<file path="config.mk">
export PLATFORM = sky130hd
export DESIGN_NAME = seg_scan_mux
export DESIGN_NICKNAME = d
export VERILOG_FILES = /design/src/rtl/seg_scan_mux.sv
export SDC_FILE = /design/constraint.sdc
export NUM_CORES = 1
export LEC_CHECK = 0
export CAP_MARGIN = 20
export CORE_ASPECT_RATIO = 1.2
export CORE_UTILIZATION = 42
export DETAILED_ROUTE_END_ITERATION = 6
export HOLD_SLACK_MARGIN = 0.15
export PLACE_DENSITY = 0.87
export SYNTH_ARGS = -nofsm -noshare
export SYNTH_HDL_FRONTEND = slang
export SYNTH_SLANG_ARGS = --single-unit
</file>
<file path="constraint.sdc">
create_clock -name clk -period 4.7 [get_ports clk]
set_input_delay 1.41 -clock clk [delete_from_list [all_inputs] [get_ports clk]]
set_output_delay 1.41 -clock clk [all_outputs]
set_load 0.005 [all_outputs]
</file>
<file path="src/rtl/seg_scan_mux.sv">
// ---------------------------------------------------------------------------
// seg_scan_mux
//
// Time-multiplexed driver for a bank of seven-segment digits. A free-running
// divider gives each digit a slot of DIV clock cycles. At the end of every
// slot the scan index moves to the next enabled digit, skipping disabled
// ones. The selected digit's active-low anode and its active-low segment
// pattern are presented on registered outputs. Digits flagged in ALT_MASK
// take their pattern from seg_b instead of seg_a while sel is high.
//
// Parameters
//   DIGITS    number of multiplexed digits (2..16)
//   DIV       clock cycles per digit slot (2..2^20)
//   ALT_MASK  bit i set: digit i shows seg_b while sel=1
//
// Ports
//   clk         system clock, rising edge
//   rst         asynchronous, active-high reset
//   scan_en     1 = divider and scan advance, 0 = freeze everything
//   sel         alternate-page select for digits flagged in ALT_MASK
//   seg_a       primary patterns, digit i in bits [7i+6:7i], active low
//   seg_b       alternate patterns, same packing
//   digit_en    per-digit enable, disabled digits are skipped
//   led         registered active-low digit anodes, at most one bit low
//   content     registered active-low segment pattern of the driven digit
//   frame_tick  one-cycle pulse after each slot advance that wraps the scan
//
// Optional feature
//   SEG_SCAN_DEADTIME_EN  when defined, the first max(1, DIV/8) cycles of
//                         every slot are blanked to suppress ghosting.
//                         Slot length and advance timing are unchanged.
// ---------------------------------------------------------------------------
module seg_scan_mux #(
  parameter int                DIGITS   = 8,
  parameter int                DIV      = 50000,
  parameter logic [DIGITS-1:0] ALT_MASK = DIGITS'(8'h0C)
) (
  input  logic                  clk,
  input  logic                  rst,
  input  logic                  scan_en,
  input  logic                  sel,
  input  logic [7*DIGITS-1:0]   seg_a,
  input  logic [7*DIGITS-1:0]   seg_b,
  input  logic [DIGITS-1:0]     digit_en,
  output logic [DIGITS-1:0]     led,
  output logic [6:0]            content,
  output logic                  frame_tick
);

  localparam int IW = $clog2(DIGITS);
  localparam int CW = $clog2(DIV);

`ifdef SEG_SCAN_DEADTIME_EN
  localparam int DEAD = ((DIV / 8) < 1) ? 1 : (DIV / 8);
`endif

  logic [CW-1:0]     div_cnt;
  logic [IW-1:0]     idx;
  logic              tick;

  logic [IW-1:0]     next_idx;
  logic              wraps;
  logic [IW-1:0]     up_idx;
  logic [IW-1:0]     low_idx;
  logic              found_up;
  logic              found_low;

  logic              blank;
  logic [DIGITS-1:0] led_next;
  logic [6:0]        content_next;

  // The slot ends in the cycle the divider sits on its last count.
  assign tick = (div_cnt == CW'(DIV - 1));

  // Next-digit search. Scanning from the top down leaves low_idx holding the
  // lowest enabled digit and up_idx holding the lowest enabled digit above
  // the current index. Having no higher candidate means the advance wraps,
  // which also covers the case where the current digit is the only one
  // enabled. With nothing enabled the index holds and nothing wraps.
  always_comb begin
    up_idx    = '0;
    low_idx   = '0;
    found_up  = 1'b0;
    found_low = 1'b0;
    for (int j = DIGITS - 1; j >= 0; j--) begin
      if (digit_en[j]) begin
        low_idx   = IW'(j);
        found_low = 1'b1;
        if (j > int'(idx)) begin
          up_idx   = IW'(j);
          found_up = 1'b1;
        end
      end
    end

    next_idx = idx;
    wraps    = 1'b0;
    if (found_up) begin
      next_idx = up_idx;
    end else if (found_low) begin
      next_idx = low_idx;
      wraps    = 1'b1;
    end
  end

  // Pattern for the digit currently indexed. A digit that has been disabled
  // while it is being shown is blanked until the scan moves past it.
  always_comb begin
    blank = !digit_en[idx];
`ifdef SEG_SCAN_DEADTIME_EN
    if (div_cnt < CW'(DEAD)) begin
      blank = 1'b1;
    end
`endif

    led_next     = '1;
    content_next = 7'h7F;
    if (!blank) begin
      led_next = ~(DIGITS'(1) << idx);
      if (ALT_MASK[idx] && sel) begin
        content_next = seg_b[int'(idx)*7 +: 7];
      end else begin
        content_next = seg_a[int'(idx)*7 +: 7];
      end
    end
  end

  // Divider, scan index and registered outputs. With scan_en low everything
  // holds, except frame_tick, which stays a single-cycle pulse.
  always_ff @(posedge clk or posedge rst) begin
    if (rst) begin
      div_cnt    <= '0;
      idx        <= '0;
      led        <= '1;
      content    <= 7'h7F;
      frame_tick <= 1'b0;
    end else if (scan_en) begin
      led        <= led_next;
      content    <= content_next;
      frame_tick <= tick && wraps;
      if (tick) begin
        div_cnt <= '0;
        idx     <= next_idx;
      end else begin
        div_cnt <= div_cnt + 1'b1;
      end
    end else begin
      frame_tick <= 1'b0;
    end
  end

endmodule

</file>
==> results.json <==
{
  "grt_pass1_wl_microns": 11800,
  "crit_path_start_kind": "primary input",
  "final_cells": 457,
  "syn_area_per_cell_sq_um": 8.88,
  "hold_violations": 0,
  "dp.cells": 448,
  "vias": 2585,
  "drive_gt1_frac": 0.0955,
  "worstMarginPinSlew_ps": 904,
  "whs_ps": 495,
  "synth_seq_cells": 35,
  "synthAdderAreaFrac": 0.00509,
  "tritoncts": "done",
  "clock.fmax_mhz": 313,
  "postCtsSetupRepairBufs": 0,
  "r2r_slack_ps": 2280,
  "setup-violations-final": 0,
  "synth_area_leaders": "dfrtp_1 20%, dfstp_2 16%, mux2i_1 9.4%",
  "seqPwrFrac": 0.465,
  "rsz0062_at_grt": "no",
  "synth_top_area_frac": 0.203,
  "routed_wirelength_microns": 7740,
  "ys.flop_type": "dfrtp_1",
  "via_per_inst": 5.66,
  "async_flop_share": 1.00,
  "initial_core_util": 0.434,
  "crit_family": "simple AND/OR/NAND/NOR gates",
  "setup-tns-final_ps": 0,
  "ant_nets": 0,
  "insertedDiodeCount": 0,
  "drv_slew": 0,
  "relSlewSlack": 0.397,
  "syn_inst": 277,
  "path_class": "in -> reg",
  "end_kind": "register",
  "clk_pin_slew_worst_paths_ps": 70,
  "timing.critical_path.buf_inv": 2,
  "core-area_sq_mm": 0.00567,
  "route.detailed.drc": 0,
  "fp.dieW_microns": 71.9,
  "syn-num-nets": 402,
  "root_buffer": "clkbuf_8",
  "dpl_cell_area_sq_mm": 0.00355,
  "pwr-share-clk": 0.272,
  "gp_congestion": 0.816,
  "clk_path_buf_depth": 2,
  "required_ps": 4930,
  "cts-buffers-inserted": 5,
  "dieArea_sq_mm": 0.00617,
  "clock_latency_ps": 290,
  "synth_seq_area_share": 0.364,
  "arrival_ps": 3430,
  "finalInstanceArea_sq_mm": 0.00366,
  "die_h_microns": 85.8,
  "cts_sinks": 35,
  "outcome": "complete, no violations",
  "synth_mux_area_frac": 0.116,
  "post_cts_resized": 0,
  "path_max_fanout": 13,
  "io_pins": 140,
  "wire_per_inst_microns": 16.9,
  "io_buffer_count": 104,
  "rows": 30,
  "overflow": 0,
  "final_util": 0.645,
  "period_share": 0.681,
  "synth_enable_flop_cells": 0,
  "drv_cap": 0,
  "dr.pass1.iters": 4,
  "crit_slowest_cell": "nor2b_1",
  "htree_levels": 2,
  "grt_antenna_before_repair": 0,
  "worst_hold_path_type": "reg -> reg",
  "min_period_ps": 3200,
  "synthesis.area_sq_mm": 0.00246,
  "grt.total_usage": 0.249,
  "cp_cell_sequence": "clkdlybuf4s50_1 -> buf_4 -> nor2b_1 -> nand2_1 -> a21oi_1 -> o32a_1 -> o22a_1",
  "p_switching_w": 0.000230,
  "synth_top_family_by_area": "simple AND/OR/NAND/NOR gates",
  "yosys.area.top_type": "dfrtp_1",
  "grt_max_degree": 36,
  "synth-xor-area-share": 0.0498,
  "synth-compound-area-share": 0.210,
  "grt_pass1_vias": 2490,
  "max_stage_delay_ps": 720,
  "drt_iter0_drc": 179,
  "p_leak_nw": 1.40,
  "nets": 501,
  "syn2layout_area_growth_pct": 48.7,
  "skew_ps": 4.65,
  "swShare": 0.281,
  "p_int_w": 0.000588,
  "pwr-share-comb": 0.263,
  "peakVddDrop_uv": 195,
  "synth.distinct_cells": 47,
  "hpwl_microns": 5690,
  "ys_warn_count": 0,
  "synth-simple-area-share": 0.214,
  "hold_buffers": 0,
  "power_density_mw_per_mm2": 224
}
-- cells in the mapped netlist (2+ instances only) --
cell,n
o22a_1,14
buf_2,8
o21ai_1,2
xor2_1,7
o21ai_0,2
o211ai_1,7
nand2_2,2
nand2b_1,6
nand4bb_1,2
o22ai_1,7
clkbuf_1,5
mux2i_1,23
nand3_1,11
dfrtp_1,20
nor3_1,6
nand2_1,41
mux4_2,2
dfstp_2,15
o21bai_1,2
o32a_1,10
inv_1,6
nor2b_1,3
nand4_1,2
nor2_1,18
nor4_1,3
xnor2_1,7
a21oi_1,23
and3_1,3
buf_1,2
-- cells in the final DEF, fill, tap and decap left out, types with 3 or more instances in the layout --
| cell | netlist | final |
|---|---|---|
| inv_1 | 6 | 6 |
| nor2b_1 | 3 | 3 |
| o22a_1 | 14 | 14 |
| nor4_1 | 3 | 3 |
| clkbuf_8 | 0 | 6 |
| o211ai_1 | 7 | 7 |
| dfrtp_1 | 20 | 20 |
| nor2_1 | 18 | 18 |
| xor2_1 | 7 | 7 |
| a21oi_1 | 23 | 23 |
| xnor2_1 | 7 | 7 |
| o32a_1 | 10 | 10 |
| nand3_1 | 11 | 11 |
| dfstp_2 | 15 | 15 |
| nor3_1 | 6 | 6 |
| mux2i_1 | 23 | 23 |
| buf_4 | 1 | 4 |
| clkdlybuf4s50_1 | 0 | 104 |
| nand2b_1 | 6 | 6 |
| and3_1 | 3 | 3 |
| o22ai_1 | 7 | 7 |
| nand2_1 | 41 | 41 |
-- cells by family after synthesis --
| kind of cell | Yosys count |
|---|---|
| AOI/OAI and AO/OA | 73 |
| xor gates and xnor gates | 14 |
| adders and majority gates | 1 |
| buffers and inverters | 23 |
| DFF | 35 |
| muxes | 26 |
| and+or+nand+nor | 105 |
-- stage by stage --
stage / setup slack [ps] / total power (W)
finish: 1500 / 0.000818
global route: 1300 / 0.000868
CTS: 1490 / 0.000823
detailed placement: 1200 / 0.000597
global placement: 1210 / 0.000590
floorplan: 2110 / 0.000479
-- worst register-to-register path, delay by kind of cell, from the launching register on --
| family | cells | cell delay, ps |
|---|---|---|
| simple gates | 3 | 1220 |
| flops | 1 | 400 |
| buf+inv | 1 | 390 |
| compound gates | 2 | 320 |
-- cell type report --
| type | count | area [sq um] |
|---|---|---|
| clock inverters | 1 | 5.00 |
| flip-flops and latches | 35 | 895 |
| multi-input cells | 219 | 1460 |
| inverters | 6 | 22.5 |
| well taps | 80 | 100 |
| clock buffers | 7 | 86.3 |
| fillers | 495 | 2010 |
| repair buffers | 109 | 1090 |
-- final timing paths --
path | from | end | cells after the start
setup / recovery | sel | content[3] | 7
hold / removal | div_cnt[13] | div_cnt[13] | 1
setup reg to reg | idx[0] | idx[0] | 6
hold reg to reg | div_cnt[13] | div_cnt[13] | 1
max in group asynchronous | rst | content[4] | 3
min in group asynchronous | rst | div_cnt[10] | 3
-- routing by layer --
layer | GRT usage | share of wire
met3 | 0.0552 | 0.085
met4 | 0.0749 | 0.019
met1 | 0.287 | 0.39
met5 | 0 | 0
met2 | 0.455 | 0.51
-- registers in the layout, summed over array words and instances (netlist names) --
register	count
div_cnt	16
content	7
idx	3
frame_tick	1
led	8
-- power groups by stage --
stage | Clock [W] | Sequential [W] | Combinational (W)
floorplan | 0 | 0.000375 | 0.000104
global placement | 0 | 0.000382 | 0.000209
detailed placement | 0 | 0.000383 | 0.000215
CTS | 0.000226 | 0.000380 | 0.000217
global route | 0.000245 | 0.000385 | 0.000237
finish | 0.000223 | 0.000381 | 0.000215
Note: power is estimated with default switching activity, not from simulation.
